File: src/rtl/streaming_fifo_arbiter.sv
// streaming_fifo_arbiter: round-robin packet-atomic merge of two AXI-Stream producers into one FIFO; STREAMING_FIFO_ARB_STATS_EN adds per-producer packet counters
module streaming_fifo_arbiter #(
  parameter int WIDTH = 16,
  parameter int PKT_WORDS = 8,
  parameter int FIFO_DEPTH = 4096,
  parameter int COUNT_W = 13
) (
  input  logic               ap_clk,
  input  logic               ap_rst,
  input  logic [WIDTH-1:0]   in0_V_V_TDATA,
  input  logic               in0_V_V_TVALID,
  output logic               in0_V_V_TREADY,
  input  logic [WIDTH-1:0]   in1_V_V_TDATA,
  input  logic               in1_V_V_TVALID,
  output logic               in1_V_V_TREADY,
  output logic [WIDTH-1:0]   out_V_V_TDATA,
  output logic               out_V_V_TVALID,
  input  logic               out_V_V_TREADY,
  input  logic [COUNT_W-1:0] fifo_count,
`ifdef STREAMING_FIFO_ARB_STATS_EN
  output logic [15:0]        pkt_count0,
  output logic [15:0]        pkt_count1,
`endif
  output logic [1:0]         grant,
  output logic               busy
);
  localparam int BW = $clog2(PKT_WORDS + 1);
  typedef enum logic {IDLE, BURST} state_t;
  state_t state_q, state_d;
  logic sel_q, sel_d, last_q, last_d;
  logic [BW-1:0] beat_q, beat_d;
  logic [COUNT_W:0] free;
  logic start, fire, done, pick;
  always_comb begin
    free = (COUNT_W+1)'(FIFO_DEPTH) - {1'b0, fifo_count};
    pick = last_q ? ~in0_V_V_TVALID : in1_V_V_TVALID;
    busy = state_q == BURST;
    grant = busy ? {sel_q, ~sel_q} : 2'b00;
    out_V_V_TDATA = busy ? (sel_q ? in1_V_V_TDATA : in0_V_V_TDATA) : '0;
    out_V_V_TVALID = busy & (sel_q ? in1_V_V_TVALID : in0_V_V_TVALID);
    in0_V_V_TREADY = busy & ~sel_q & out_V_V_TREADY;
    in1_V_V_TREADY = busy & sel_q & out_V_V_TREADY;
    fire = out_V_V_TVALID & out_V_V_TREADY;
    done = fire & (beat_q == BW'(PKT_WORDS - 1));
    start = ~busy & (free >= (COUNT_W+1)'(PKT_WORDS)) & (in0_V_V_TVALID | in1_V_V_TVALID);
    state_d = start ? BURST : done ? IDLE : state_q;
    sel_d = start ? pick : sel_q;
    last_d = start ? pick : last_q;
    beat_d = start ? '0 : fire ? beat_q + 1'b1 : beat_q;
  end
  always_ff @(posedge ap_clk) begin
    if (ap_rst) begin
      state_q <= IDLE;
      sel_q <= 1'b0;
      last_q <= 1'b1;
      beat_q <= '0;
    end else begin
      state_q <= state_d;
      sel_q <= sel_d;
      last_q <= last_d;
      beat_q <= beat_d;
    end
  end
`ifdef STREAMING_FIFO_ARB_STATS_EN
  logic [15:0] cnt0_q, cnt0_d, cnt1_q, cnt1_d;
  always_comb begin
    cnt0_d = cnt0_q + 16'(done & ~sel_q);
    cnt1_d = cnt1_q + 16'(done & sel_q);
  end
  always_ff @(posedge ap_clk) begin
    if (ap_rst) begin
      cnt0_q <= '0;
      cnt1_q <= '0;
    end else begin
      cnt0_q <= cnt0_d;
      cnt1_q <= cnt1_d;
    end
  end
  assign pkt_count0 = cnt0_q;
  assign pkt_count1 = cnt1_q;
`endif
endmodule

File: config.mk
export PLATFORM = sky130hd
export DESIGN_NAME = streaming_fifo_arbiter
export DESIGN_NICKNAME = d
export VERILOG_FILES = /design/src/rtl/streaming_fifo_arbiter.sv
export SDC_FILE = /design/constraint.sdc
export NUM_CORES = 1
export LEC_CHECK = 0
export BUFFER_PORTS_ARGS = -buffer_cell sky130_fd_sc_hd__buf_4
export CAP_MARGIN = 10
export CORE_MARGIN = 2
export CORE_UTILIZATION = 35
export DETAILED_ROUTE_END_ITERATION = 6
export PLACE_DENSITY = 0.81
export SYNTH_ARGS = -nofsm -noshare
export SYNTH_HDL_FRONTEND = slang
export SYNTH_SLANG_ARGS = --single-unit
File: constraint.sdc
create_clock -name ap_clk -period 1.5 [get_ports ap_clk]
set_clock_uncertainty 0.2 [all_clocks]
set_input_delay 0.075 -clock ap_clk [delete_from_list [all_inputs] [get_ports ap_clk]]
set_output_delay 0.075 -clock ap_clk [all_outputs]
set_load 0.01 [all_outputs]
==> summary.txt <==
Synthesis
  • Synth warn: 0
  • Synth Area per Inst: 7.82 um2
  • Main synth FF type: dfxtp_1
  • Synth cell types: 32
  • Async S/R FF share, synth: 0%
  • Post-synth top area share: 22.5%
  • Post-synthesis sequential area ratio: 19.7%
  • Synth Cell Area: 712 um2
  • Top cells by count, synth: 25 x nor2_1, 16 x mux2i_1, 7 x dfxtp_1, 7 x nand2_1, 4 x inv_1
  • Number of synthesized flops with an enable pin: 0
  • Ranking of synthesized cells by area: mux2i_1 22%, dfxtp_1 20%, nor2_1 13%
  • Dominant cell type by area after synthesis: mux2i_1
  • Synthesized instance count: 91
  • Most common cell in the netlist: nor2_1
  • Yosys reg bits: 7
  • Syn_nets: 142

Routing
  • TritonRoute pass-1 iters: 4
  • Vias: 1005
  • Final wirelength: 2700 um
  • Antenna-violating nets left: 0
  • DR iter-0 viols: 11
  • Via density: 5.10
  • DRC viols: 0
  • Post-detailed-route wirelength per cell: 13.7 um

Power
  • Clock Power Share: 22.3%
  • PD cells: 542 mW/mm2
  • Switching part of the total: 31.1%
  • Comb power frac: 50.4%
  • Flop pwr share: 27.3%
  • P_sw: 240 uW
  • Total Power: 771 uW
  • Leakage power: 0.669 nW
  • Pint: 531 uW
  • Max rail drop VDD: 0.488 mV

Finish
  • Share of cells above drive strength 1: 54.1%
  • Nets@finish: 222
  • Synthesis-to-finish area growth: 99.8%
  • Post-layout util: 73.3%
  • Antenna Cells: 0
  • Fin cells: 197
  • Design area: 0.00142 mm2
  • Fillers: 140

Placed design
  • Port bufs: 71
  • Dpl cells: 188
  • Placed inst area: 0.00128 mm2
  • GPL Wtd Cong: 0.764
  • Hpwl dp: 1990 um

STA
  • Fmax: 0.649 GHz
  • Final period util: 103%
  • Setup-failing EPs final: 1
  • Worst Setup Slack, final: -0.0407 ns
  • Relative slew margins: 64.7%
  • Min cycle time layout: 1.54 ns
  • Least-Margin Pin Slew: 0.525 ns
  • Hold Violations, Final: 0
  • Final Max Tran Viols: 0
  • RSZ-0062 raised after global routing: true
  • Total negative slack: -0.0407 ns

Clock network
  • Sink Count: 7
  • H-tree depth: 1
  • CTS buffer count: 3
  • Post-CTS Setup Bufs: 0
  • CTS tree: yes
  • Clk_lat worst skew: 0.25 ns
  • CTS Buffer Depth: 2
  • Worst-path clk slew: 0.05 ns
  • Clk Tree Root Cell: clkbuf_4

Global routing
  • Largest net degree at the start of global routing: 22
  • GR Overflow Total: 0
  • Vias in the first global route: 929
  • Total GRT Usage: 20.5%
  • Initial antenna violation count: 0
  • First-pass GRT wire length: 3910 um

Floorplanning
  • Initial Utilization: 36.7%
  • Die area: 0.00241 mm2
  • Die width: 49.1 um
  • # IOs: 72
  • Die height: 49.1 um
  • Core ar.: 0.00194 mm2
  • Cell row count: 16

Setup path
  • Critical Path AT: 1.27 ns
  • Crit Path Class: reg -> out
  • Worst Setup End Kind: output port
  • Worst EP required: 1.22 ns
  • Worst Setup Start Kind: flip-flop
  • Worst-path maximum fanout: 10

Run status
  • Failing checks: setup timing
  • Status: finished, violations left

Flow run
  • Max Cap Violations: 0

Hold path
  • Hold WC Path Type: in -> reg
[what timing repair did]
item / 4_1_cts / 5_1_grt
pin swaps: 0 / 3
hold buffers: 3 / 0
setup endpoints to repair: 21 / 22
endpoints found under the hold margin: 7 / 0
resized for setup: 6 / 4
gates cloned: 0 / 2
[cell families after synthesis]
| group | count (synthesis) | share of synthesized area [%] |
|---|---|---|
| adders and majority gates | 1 | 1.76 |
| muxes | 17 | 25.7 |
| DFF | 7 | 19.7 |
| and+or+nand+nor | 47 | 34.6 |
| buffers and inverters | 9 | 5.45 |
| xor gates and xnor gates | 3 | 3.69 |
| AOI/OAI and AO/OA | 7 | 9.14 |
[state kept, by name (all words and copies together) (netlist names)]
name	count
beat_q	4
busy	1
last_q	1
sel_q	1
[layer usage]
metal  wire [um]  global-route usage, %  vias up
li1            -                      -      483
met1        1140                   24.0      456
met2        1290                   34.7       62
met3         246                   6.44        4
met4          30                   7.14        0
met5           0                      0        -
[worst max-delay path, stage by stage (launching register included)]
cell and delay [ns]:
dfxtp_4 0.41, clkbuf_16 0.18, mux2i_1 0.20, nor2_1 0.07, buf_4 0.15
[cells in the final DEF, fill, tap and decap left out, types with 2 or more instances in the layout]
cell type	Yosys	layout
a21oi_1	2	2
buf_4	1	73
clkbuf_16	0	2
clkbuf_4	0	3
dfxtp_1	7	5
dfxtp_4	0	2
dlygate4sd3_1	0	3
inv_1	4	4
mux2i_1	16	15
nand2_1	7	7
nor2_1	25	25
nor4b_1	2	2
xnor2_1	3	3
[power groups by stage]
stage / Combinational [mW] / Clock [mW] / Sequential [mW]
after floorplan: 0.155 / 0 / 0.206
after global placement: 0.341 / 0 / 0.208
after detailed placement: 0.348 / 0 / 0.208
after CTS: 0.362 / 0.176 / 0.206
after global routing: 0.415 / 0.196 / 0.212
final: 0.389 / 0.172 / 0.211
[cell type report]
type / count / area (um2) / area share (%)
timing repair buffer: 79 / 648 / 45.6
multi-input combinational: 75 / 548 / 38.5
sequential: 7 / 148 / 10.4
tap: 27 / 33.8 / 2.37
clock buffer: 4 / 26.3 / 1.85
inverter: 5 / 18.8 / 1.32
[per-stage QoR]
step	setup WS, ns	hold WS [ns]
finish	-0.0407	0.150
global route	-0.108	0.190
CTS	-0.00593	0.142
detailed placement	-0.00552	0.0504
global placement	0.0921	0.0479
floorplan	0.0586	-0.0559
[worst paths after layout]
kind | startpoint | to | depth (start not counted) | slack (ns)
setup / recovery | sel_q | out_V_V_TDATA[8] | 4 | -0.04
hold / removal | out_V_V_TREADY | beat_q[1] | 4 | 0.15
setup reg to reg | sel_q | busy | 4 | 0.06
hold reg to reg | beat_q[1] | beat_q[1] | 2 | 0.32
Note: power is estimated with default switching activity, not from simulation.
